## src/rtl/mem_arbiter.sv

```systemverilog
// rtl/mem_arbiter.sv - two-port (D/I) arbiter for a single-port word memory; optional MEM_ARB_ROUND_ROBIN_EN
module mem_arbiter #(
    parameter int STARVE_LIMIT = 4,
    parameter int ADDR_W       = 32
) (
    input  logic              clk,
    input  logic              rst_n,
    input  logic              d_req_valid,
    input  logic [ADDR_W-1:0] d_req_addr,
    input  logic [31:0]       d_req_wdata,
    input  logic              d_req_we,
    output logic              d_req_ready,
    output logic              d_rsp_valid,
    output logic [31:0]       d_rsp_rdata,
    output logic              d_rsp_err,
    input  logic              i_req_valid,
    input  logic [ADDR_W-1:0] i_req_addr,
    input  logic [31:0]       i_req_wdata,
    input  logic              i_req_we,
    output logic              i_req_ready,
    output logic              i_rsp_valid,
    output logic [31:0]       i_rsp_rdata,
    output logic              i_rsp_err,
    output logic [ADDR_W-1:0] mem_addr,
    output logic [31:0]       mem_wdata,
    output logic              mem_we,
    input  logic [31:0]       mem_rdata
);

    localparam logic [7:0] LIMIT = 8'(STARVE_LIMIT);

    logic [7:0]        d_cnt, i_cnt;
    logic              d_grant, i_grant;
    logic              d_aligned, i_aligned;
    logic              win_we;
    logic [ADDR_W-1:0] hold_addr;
    logic [31:0]       hold_wdata;

`ifdef MEM_ARB_ROUND_ROBIN_EN
    logic last_is_i;
`endif

    assign d_aligned   = (d_req_addr[1:0] == 2'b00);
    assign i_aligned   = (i_req_addr[1:0] == 2'b00);
    assign d_req_ready = d_grant;
    assign i_req_ready = i_grant;
    assign mem_we      = win_we & rst_n;

    // Pick at most one winner: starved port first, then D-over-I or round-robin
    always_comb begin
        d_grant = 1'b0;
        i_grant = 1'b0;
        if (d_req_valid && d_cnt == LIMIT) begin
            d_grant = 1'b1;
        end else if (i_req_valid && i_cnt == LIMIT) begin
            i_grant = 1'b1;
        end else if (d_req_valid && i_req_valid) begin
`ifdef MEM_ARB_ROUND_ROBIN_EN
            d_grant = last_is_i;
            i_grant = ~last_is_i;
`else
            d_grant = 1'b1;
`endif
        end else begin
            d_grant = d_req_valid;
            i_grant = i_req_valid;
        end
    end

    // Route the winner to the memory; idle cycles replay the last winner's address/data
    always_comb begin
        mem_addr  = hold_addr;
        mem_wdata = hold_wdata;
        win_we    = 1'b0;
        if (d_grant) begin
            mem_addr  = d_req_addr;
            mem_wdata = d_req_wdata;
            win_we    = d_req_we & d_aligned;
        end else if (i_grant) begin
            mem_addr  = i_req_addr;
            mem_wdata = i_req_wdata;
            win_we    = i_req_we & i_aligned;
        end
    end

    // Remember the last winner's address/data so the memory bus stays quiet when idle
    always_ff @(posedge clk or negedge rst_n) begin
        if (!rst_n) begin
            hold_addr  <= '0;
            hold_wdata <= '0;
        end else if (d_grant || i_grant) begin
            hold_addr  <= mem_addr;
            hold_wdata <= mem_wdata;
        end
    end

    // Count consecutive waiting cycles per port, saturating at the limit
    always_ff @(posedge clk or negedge rst_n) begin
        if (!rst_n) begin
            d_cnt <= '0;
            i_cnt <= '0;
        end else begin
            if (!d_req_valid || d_grant) d_cnt <= '0;
            else if (d_cnt != LIMIT)     d_cnt <= d_cnt + 8'd1;
            if (!i_req_valid || i_grant) i_cnt <= '0;
            else if (i_cnt != LIMIT)     i_cnt <= i_cnt + 8'd1;
        end
    end

`ifdef MEM_ARB_ROUND_ROBIN_EN
    // Track which port won most recently; starts as I so D wins first contention
    always_ff @(posedge clk or negedge rst_n) begin
        if (!rst_n)       last_is_i <= 1'b1;
        else if (d_grant) last_is_i <= 1'b0;
        else if (i_grant) last_is_i <= 1'b1;
    end
`endif

    // Register one-cycle responses; writes and misaligned accesses return zero data
    always_ff @(posedge clk or negedge rst_n) begin
        if (!rst_n) begin
            d_rsp_valid <= 1'b0;
            d_rsp_rdata <= '0;
            d_rsp_err   <= 1'b0;
            i_rsp_valid <= 1'b0;
            i_rsp_rdata <= '0;
            i_rsp_err   <= 1'b0;
        end else begin
            d_rsp_valid <= d_grant;
            d_rsp_err   <= d_grant & ~d_aligned;
            d_rsp_rdata <= (d_grant && !d_req_we && d_aligned) ? mem_rdata : 32'd0;
            i_rsp_valid <= i_grant;
            i_rsp_err   <= i_grant & ~i_aligned;
            i_rsp_rdata <= (i_grant && !i_req_we && i_aligned) ? mem_rdata : 32'd0;
        end
    end

endmodule

```

## config.mk

```make
export PLATFORM = sky130hd
export DESIGN_NAME = mem_arbiter
export DESIGN_NICKNAME = d
export VERILOG_FILES = /design/src/rtl/mem_arbiter.sv
export SDC_FILE = /design/constraint.sdc
export NUM_CORES = 1
export LEC_CHECK = 0
export ABC_AREA = 0
export CORE_MARGIN = 4
export CORE_UTILIZATION = 40
export DETAILED_ROUTE_END_ITERATION = 6
export PLACE_DENSITY = 0.87
export SLEW_MARGIN = 20
export SYNTH_ARGS = -nofsm -noshare
export SYNTH_HDL_FRONTEND = slang
export SYNTH_SLANG_ARGS = --single-unit
```

## constraint.sdc

```tcl
create_clock -name clk -period 4.1 [get_ports clk]
set_input_delay 0.41 -clock clk [delete_from_list [all_inputs] [get_ports clk]]
set_output_delay 0.41 -clock clk [all_outputs]
set_load 0.1 [all_outputs]
```

## Yosys cells after proc, flatten, opt, wreduce, memory -nomap -nowiden

Index checks and enable logic that the tools add are counted.

- Add/sub/neg operators: 2
- Equality and inequality tests: 4
- Mux-type cells: 18
- Bitwise logic cells: 7
- Reduce and logical (&&, ||, !) cells: 18

Operators by type and width:

| operator | count |
|---|---|
| 2-to-1 mux 32 bit | 6 |
| 2-to-1 mux 8 bit | 4 |
| adder 8 x 1 -> 8 bit (second input constant) | 2 |
| == test 8 x 3 -> 1 bit (second input constant) | 2 |
| inequality test 8 x 3 -> 1 bit (second input constant) | 2 |
| 2-to-1 mux 1 bit | 8 |
| logical AND 1 bit | 7 |
| bitwise AND 1 bit | 5 |
| logical NOT 1 bit | 4 |
| logical NOT 2 bit | 2 |
| nonzero test 2 bit | 2 |
| logical OR 1 bit | 3 |
| inverter 1 bit | 2 |

- Bits in registers: 148
- Bits of input ports: 166
- Output and inout port bits: 135
- Logic and storage cells: 59

## Longest topological paths before layout

Gate-level depths: netlist (run 1).

- Depth in word-level cells: 7
- Depth in mapped cells: 8
- Mapped depth without buffers: 6

## Worst setup path before layout (run 1)

OpenSTA, ideal clock, no wires.

- Path type: register -> output
- From: register d_cnt[5]
- To: output mem_we
- Arrival time: 3.587 ns
- Required time: 3.690 ns
- Slack: 0.103 ns
- Stages on the path, launching flop included: 6
- Path buffers: 1
- Cell sequence: dfrtp_1 > or4_4 > o211a_1 > a21boi_2 > buf_2 > mux2i_1

- Elaborated cells on any way between the ends: 7
- Those cells by class: eq/ne: 1; mux: 4; bitwise: 1; reduce/logical: 1

RTL lines:

| what | RTL line | RTL |
|---|---|---|
| start: declaration | 32 | `logic [7:0] d_cnt, i_cnt;` |
| start signal: assignment | 104 | `else if (d_cnt != LIMIT) d_cnt <= d_cnt + 8'd1;` |
| == test 8 x 3 -> 1 bit | 53 | `if (d_req_valid && d_cnt == LIMIT) begin` |
| logical AND 1 bit | 53 |  |
| 2-to-1 mux 1 bit | 53 |  |
| net d_req_ready | 12 | `output logic d_req_ready,` |
| 2-to-1 mux 1 bit | 75 | `if (d_grant) begin` |
| bitwise AND 1 bit | 47 | `assign mem_we = win_we & rst_n;` |
| end: declaration | 26 | `output logic mem_we,` |

The timed path passes the listed nets, and every way through them passes these cells.

## Worst setup path in the final report (run 1)

- From: register i_cnt[0]
- To: output mem_wdata[4]

- Word-level cells in the longest chain between the ends: 6
- Elaborated cells on any way between the ends: 8
- Those cells by class: eq/ne: 1; mux: 6; reduce/logical: 1

Ends and longest elaborated chain:

| what | RTL line | RTL |
|---|---|---|
| start: declaration | 32 |  |
| start signal: assignment | 106 | `else if (i_cnt != LIMIT) i_cnt <= i_cnt + 8'd1;` |
| == test 8 x 3 -> 1 bit * | 55 | `end else if (i_req_valid && i_cnt == LIMIT) begin` |
| logical AND 1 bit * | 55 |  |
| 2-to-1 mux 1 bit | 55 |  |
| 2-to-1 mux 1 bit | 53 |  |
| 2-to-1 mux 32 bit | 79 | `end else if (i_grant) begin` |
| 2-to-1 mux 32 bit * | 75 |  |
| end: declaration | 25 | `output logic [31:0] mem_wdata,` |

Every way passes the cells marked *; elsewhere a longest branch is shown, timed or not.

==> results of run 1 <==
==> placed cells by master (no fill, tap or decap), drive strengths merged <==
cell           count
a21boi             1
ha                 4
a21oi              3
dlygate4sd3        1
a221o            128
nor4b              1
clkinvlp           1
clkinv             2
nand2              1
nand3b             1
or4                1
a2111oi            1
clkdlybuf4s50    232
clkbuf            18
or4b               1
o211ai             1
o211a              2
nor3b              1
buf               76
and2             129
nand3             12
nor3               2
or2                2
nor2              19
or3b               1
dfrtp            148
o21ai              2
mux2i              1
xnor2              3
inv               17
nor2b              1
xor2               9
and3               6
nand4              2
==> flip-flops by register name, indices dropped and copies added, names as in the netlist <==
signal,flops
i_rsp_rdata,32
d_cnt,8
hold_addr,32
d_rsp_err,1
d_rsp_valid,1
i_rsp_err,1
i_rsp_valid,1
d_rsp_rdata,32
hold_wdata,32
i_cnt,8
==> critical path, delay by kind of cell, from the launching register on <==
kind                     cells  cell delay, ns
AO/OA/AOI/OAI                3            0.73
adder cells (fa/ha/maj)      1            0.16
AND/OR/NAND/NOR              1            0.31
flip-flops                   1            0.43
buffers and inverters        3            1.01
==> cells by family (layout without fill, tap and decap cells) <==
kind of cell | count (synthesis) | in the layout | synth area share
adders and majority gates | 4 | 4 | 0.00756
muxes | 1 | 1 | 0.00151
AOI/OAI and AO/OA | 138 | 138 | 0.206
xor gates and xnor gates | 12 | 12 | 0.0159
buffers and inverters | 47 | 347 | 0.0458
DFF | 148 | 148 | 0.560
and+or+nand+nor | 180 | 180 | 0.163
==> metal layers <==
| layer | vias up | part of all wire | GRT usage |
|---|---|---|---|
| li1 | 2587 | - | - |
| met1 | 2681 | 0.36 | 0.223 |
| met2 | 244 | 0.50 | 0.343 |
| met3 | 30 | 0.12 | 0.0919 |
| met4 | 0 | 0.021 | 0.0717 |
| met5 | - | 0 | 0 |
==> final cells by class <==
| cell class | instances | area [sq um] |
|---|---|---|
| Tap cell | 216 | 270 |
| Clock inverter | 14 | 135 |
| Clock buffer | 18 | 439 |
| Inverter | 6 | 22.5 |
| Fill cell | 1229 | 5930 |
| Timing Repair Buffer | 309 | 2910 |
| Multi-Input combinational cell | 335 | 2650 |
| Sequential cell | 148 | 3700 |
==> metrics by stage <==
stage | cell area (sq um) | setup WS [ns] | power, mW
5_1_grt | 10100 | 0.387 | 4.34
4_1_cts | 10100 | 0.566 | 4.22
3_5_place_dp | 9540 | 1.02 | 2.71
2_1_floorplan | 6620 | 0.103 | 2.34
6_report | 10100 | 0.589 | 4.17
3_3_place_gp | 9540 | 1.06 | 2.69
==> power breakdown <==
| group | total [mW] | internal, mW | switching (mW) | leakage, nW |
|---|---|---|---|---|
| Clock | 1.49 | 0.824 | 0.668 | 0.284 |
| Combinational | 1.14 | 0.360 | 0.775 | 2.27 |
| Sequential | 1.54 | 1.53 | 0.0148 | 1.94 |
==> worst max-delay path by stage <==
stage | start | endpoint | cells after the start
finish | i_cnt[0] | mem_wdata[4] | 8
global route | i_cnt[0] | mem_addr[14] | 8
CTS | i_cnt[0] | mem_addr[14] | 8
detailed placement | i_req_valid | mem_addr[14] | 6
global placement | d_req_valid | mem_addr[28] | 5
floorplan | d_cnt[5] | mem_we | 5
==> metrics.log, run 1 <==
INFO  metric outcome = finished, final reports clean
INFO  metric dr.first_iter.drc_count = between 300 and 400
INFO  metric synth_edf_count = 0
INFO  metric finish.utilization = 0.631
INFO  metric power_leakage = 4.49 nW
INFO  metric ys_top_cells_by_area = dfrtp_1, a221o_1, and2_1
INFO  metric stdcell_count = 1046
INFO  metric syn_to_final_growth = 53.0%
INFO  metric timing_hold_violations_final = 0
INFO  metric die_y = 137 um
INFO  metric cell_repeated_most_along_the_worst_path = buf_4
INFO  metric synth-warning-count = 0
INFO  metric postSynthCellCount = 530
INFO  metric post_cts_setup_repair_buffer_count = 0
INFO  metric ant_nets = 0
INFO  metric critical_path_arrival = 3.10 ns
INFO  metric setup_violations = 0
INFO  metric max_freq = 285 MHz
INFO  metric maxCapViolCount = 0
INFO  metric crit_required = ~3.7 ns
INFO  metric synthFlopType = dfrtp_1
INFO  metric synth_fp_nets = 700
INFO  metric seq_area_frac_synth = 0.560
INFO  metric clock-root-buffer = clkbuf_16
INFO  metric area_of_the_core_region = 16100 sq um
INFO  metric synth.cell_area = 6620 sq um
INFO  metric worst_hold_slack = 0.435 ns
INFO  metric first_global_vias = roughly 5700
INFO  metric layout_cells_sized_above_1 = 0.143
INFO  metric wl_per_cell = 18.2 um
INFO  metric clk_pin_slew = 0.07 ns
INFO  metric placed_cells = 1013
INFO  metric tightest_slew = 1.05 ns
INFO  metric num_vias = 5542
INFO  metric reg2regPathDepth = 7
INFO  metric placementRows = 46
INFO  metric drc_errors = 0
INFO  metric cts-htree-levels = 4
INFO  metric grt_pass1_wl = 29.2 mm
INFO  metric synth_commonest_cells = dfrtp_1, and2_1, a221o_1
INFO  metric synth.avg_cell_area = 12.5 sq um
INFO  metric start_kind = register
INFO  metric detail_route.vias_per_cell = 5.30
INFO  metric start_util = 0.412
INFO  metric worst_slew_margin_rel = 0.298
INFO  metric worst_path_largest_cell_delay = between 0.6 and 0.7 ns
INFO  metric pin_count = 301
INFO  metric irDropWorstVdd = between 0.2 and 0.25 mV
INFO  metric cts_inserted_buffers = 17
INFO  metric ys_types = 32
INFO  metric yosysMostFrequentCell = dfrtp_1
INFO  metric path_class = register to output pin
INFO  metric ctsResizeCount = 0
INFO  metric final.min_clock_period = 3.51 ns
INFO  metric synth.ff_latch_count = 148
INFO  metric die_w = 137 um
INFO  metric detail_route.first_pass.iterations = 4
INFO  metric r2r_slack = 1.62 ns
INFO  metric timing.critical_path.cells = inv_1, ha_1, nor4b_2, o211ai_2, a21oi_4, buf_4, a221o_1, buf_4
INFO  metric worst_skew_pair.late_latency = 0.42 ns
INFO  metric power.density = between 400 and 500 nW/um^2
INFO  metric insertedDiodeCount = 0
INFO  metric global_route.overflow_total = 0
INFO  metric skew = 0.00974 ns
INFO  metric hold_path.class = input pin to asynchronous set/reset pin
INFO  metric die-area = 18700 sq um
INFO  metric io_buffers = 300
INFO  metric ff_to_ff_end = hold_wdata[7]
INFO  metric cp-end-kind = output pin
INFO  metric netlist.top_cell.by_area = dfrtp_1
INFO  metric routed_wl = between 15 and 20 mm
INFO  metric hpwlAfterDp = 14.1 mm
INFO  metric post_cts_hold_buffer_count = 1
INFO  metric source_of_the_worst_register_to_register_timing_path = i_cnt[0]
INFO  metric max-clock-path-buffers = 2
INFO  metric path_max_fanout = 82
INFO  metric async_reset_ff_frac = 1.00
INFO  metric rsz0062_at_grt = no
INFO  metric gpl.final_weighted_congestion = 0.755
INFO  metric antenna_violations_before_repair = 0
INFO  metric fin_crit_sh = 0.856
INFO  metric timing_max_transition_violations_final = 0
INFO  metric cts_tree = done
INFO  metric grt_max_degree = just over 80
INFO  metric yosys.area.top_type_share = 0.560
INFO  metric net_count_reported_at_finish = 987
INFO  metric crit_path_top_delay_cell = buf_4
INFO  metric gr-usage-all-layers = 0.202
INFO  metric final.setup.tns = 0 ns
INFO  metric clock_sink_count = ~150
(Power assumes the default switching activity.)
==> inputs of run 2 (changes only) <==
--- a/config.mk
+++ b/config.mk
@@ -6,7 +6,7 @@
 export NUM_CORES = 1
 export LEC_CHECK = 0
 export ABC_AREA = 0
-export CORE_MARGIN = 4
+export CORE_MARGIN = 2
 export CORE_UTILIZATION = 40
 export DETAILED_ROUTE_END_ITERATION = 6
 export PLACE_DENSITY = 0.87
@@ -14,3 +14,4 @@
 export SYNTH_ARGS = -nofsm -noshare
 export SYNTH_HDL_FRONTEND = slang
 export SYNTH_SLANG_ARGS = --single-unit
+export TNS_END_PERCENT = 50
==> metrics.log, run 2 (synthesized netlist as in run 1, its figures left out) <==
INFO  metric worst_skew_pair.late_latency = 0.42 ns
INFO  metric die-area = 17600 sq um
INFO  metric path_class = register to output pin
INFO  metric layout.cells.most_common = clkdlybuf4s50_1
INFO  metric gpl.final_weighted_congestion = roughly 0.80
INFO  metric final.min_clock_period = 3.51 ns
INFO  metric timing.critical_path.cells = inv_1, ha_1, nor4b_2, o211ai_2, a21oi_4, buf_4, a221o_1, buf_4
INFO  metric detail_route.vias_per_cell = 5.32
INFO  metric final.setup.tns = 0 ns
INFO  metric global_route.overflow_total = 0
INFO  metric crit_path_top_delay_cell = buf_4
INFO  metric worst_path_largest_cell_delay = 0.62 ns
INFO  metric area_of_the_core_region = 16300 sq um
INFO  metric cts_inserted_buffers = 17
INFO  metric setup_violations = 0
INFO  metric drc_errors = 0
INFO  metric detail_route.first_pass.iterations = 5
INFO  metric timing_hold_violations_final = 0
INFO  metric routed_wl = 18.5 mm
INFO  metric layout_cells_sized_above_1 = 0.140
INFO  metric dr.first_iter.drc_count = 285
INFO  metric hpwlAfterDp = 13.1 mm
INFO  metric clock-root-buffer = clkbuf_16
INFO  metric io_buffers = 300
INFO  metric fin_crit_sh = 0.857
INFO  metric hold_path.class = register to register
INFO  metric start_kind = register
INFO  metric grt_pass1_wl = 28.7 mm
INFO  metric syn_to_final_growth = 54.0%
INFO  metric pre_cts_ws = 1.06 ns
INFO  metric ctsResizeCount = 0
INFO  metric power_leakage = 4.51 nW
INFO  metric post_cts_setup_repair_buffer_count = 0
INFO  metric post_cts_hold_buffer_count = 1
INFO  metric n_fill_cell = approximately 1300
INFO  metric net_count_reported_at_finish = 986
INFO  metric clk_pin_slew = 0.06 ns
INFO  metric path_delay_family = buffers and inverters
INFO  metric pin_count = 301
INFO  metric placementRows = 47
INFO  metric rsz0062_at_grt = no
INFO  metric gr-usage-all-layers = 0.209
INFO  metric worst_slew_margin_rel = 0.311
INFO  metric path_max_fanout = 83
INFO  metric tightest_slew = 1.03 ns
INFO  metric num_vias = 5572
INFO  metric die_y = 133 um
INFO  metric outcome = finished, final reports clean
INFO  metric power.density = around 420 nW/um^2
INFO  metric maxCapViolCount = 0
INFO  metric ant_nets = 0
INFO  metric final_critical_path_setup_slack = 0.588 ns
INFO  metric cts-htree-levels = 4
INFO  metric r2r_slack = 1.64 ns
INFO  metric max-clock-path-buffers = 2
INFO  metric cell_repeated_most_along_the_worst_path = buf_4
INFO  metric clock_sink_count = 148
INFO  metric critical_path_arrival = 3.10 ns
INFO  metric max_freq = 285 MHz
INFO  metric worstPathBufferInverterCount = 3
INFO  metric crit_required = around 3.7 ns
INFO  metric antenna_violations_before_repair = 0
INFO  metric insertedDiodeCount = 0
INFO  metric skew = 0.00798 ns
INFO  metric cp-end-kind = output pin
INFO  metric wl_per_cell = 17.6 um
INFO  metric die_w = 133 um
INFO  metric timing_max_transition_violations_final = 0
INFO  metric grt_max_degree = 84
INFO  metric start_util = 0.405
INFO  metric first_global_vias = 5522
INFO  metric finish.utilization = 0.624
INFO  metric irDropWorstVdd = 0.314 mV
INFO  metric layout_common_cells = clkdlybuf4s50_1, dfrtp_1, and2_1
INFO  metric cts_tree = done
run 2: cell types whose count changed in the layout (fill, tap and decap cells not counted), moves of 3 or more:
cell and change:
bufinv_16 +4, inv_8 -3, inv_6 -3, clkinv_4 +3, buf_4 -3
run 2: final timing paths:
| kind | end | cells after the start | from |
|---|---|---|---|
| min | d_cnt[0] | 1 | d_cnt[0] |
| max | mem_wdata[0] | 8 | i_cnt[0] |
| max reg2reg | hold_wdata[10] | 7 | i_cnt[0] |
| min reg2reg | d_cnt[0] | 1 | d_cnt[0] |
| min in group asynchronous | hold_addr[20] | 2 | rst_n |
| max in group asynchronous | hold_wdata[27] | 3 | rst_n |
run 2: area by class of cell:
type / count / area, sq um / share of cell area
clock buffers: 18 / 429 / 0.0421
flip-flops and latches: 148 / 3700 / 0.363
repair buffers: 308 / 2920 / 0.286
clock inverters: 13 / 198 / 0.0194
well taps: 220 / 275 / 0.0270
multi-input cells: 335 / 2650 / 0.260
inverters: 6 / 22.5 / 0.00221
run 2: routing by layer:
metal | vias to the layer above | wire length, um | track usage
met5 | - | 0 | 0
met4 | 0 | 458 | 0.0753
met1 | 2698 | 7090 | 0.234
met2 | 261 | 8950 | 0.352
li1 | 2583 | - | -
met3 | 30 | 2000 | 0.0969
run 2: metrics by stage:
step | instance area (sq um) | instances | hold WS (ns) | total power [mW]
2_1_floorplan | 6620 | 530 | 0.114 | 2.34
4_1_cts | 10200 | 1048 | 0.528 | 4.37
3_5_place_dp | 9550 | 1016 | 0.448 | 2.71
5_1_grt | 10200 | 1048 | 0.549 | 4.48
6_report | 10200 | 1048 | 0.528 | 4.33
3_3_place_gp | 9550 | 1016 | 0.444 | 2.70
run 2: power breakdown:
part	leakage [nW]	internal [mW]	switching (mW)
Clock	0.308	1.03	0.619
Sequential	1.94	1.53	0.0153
Combinational	2.27	0.361	0.774
Total	4.51	2.92	1.41
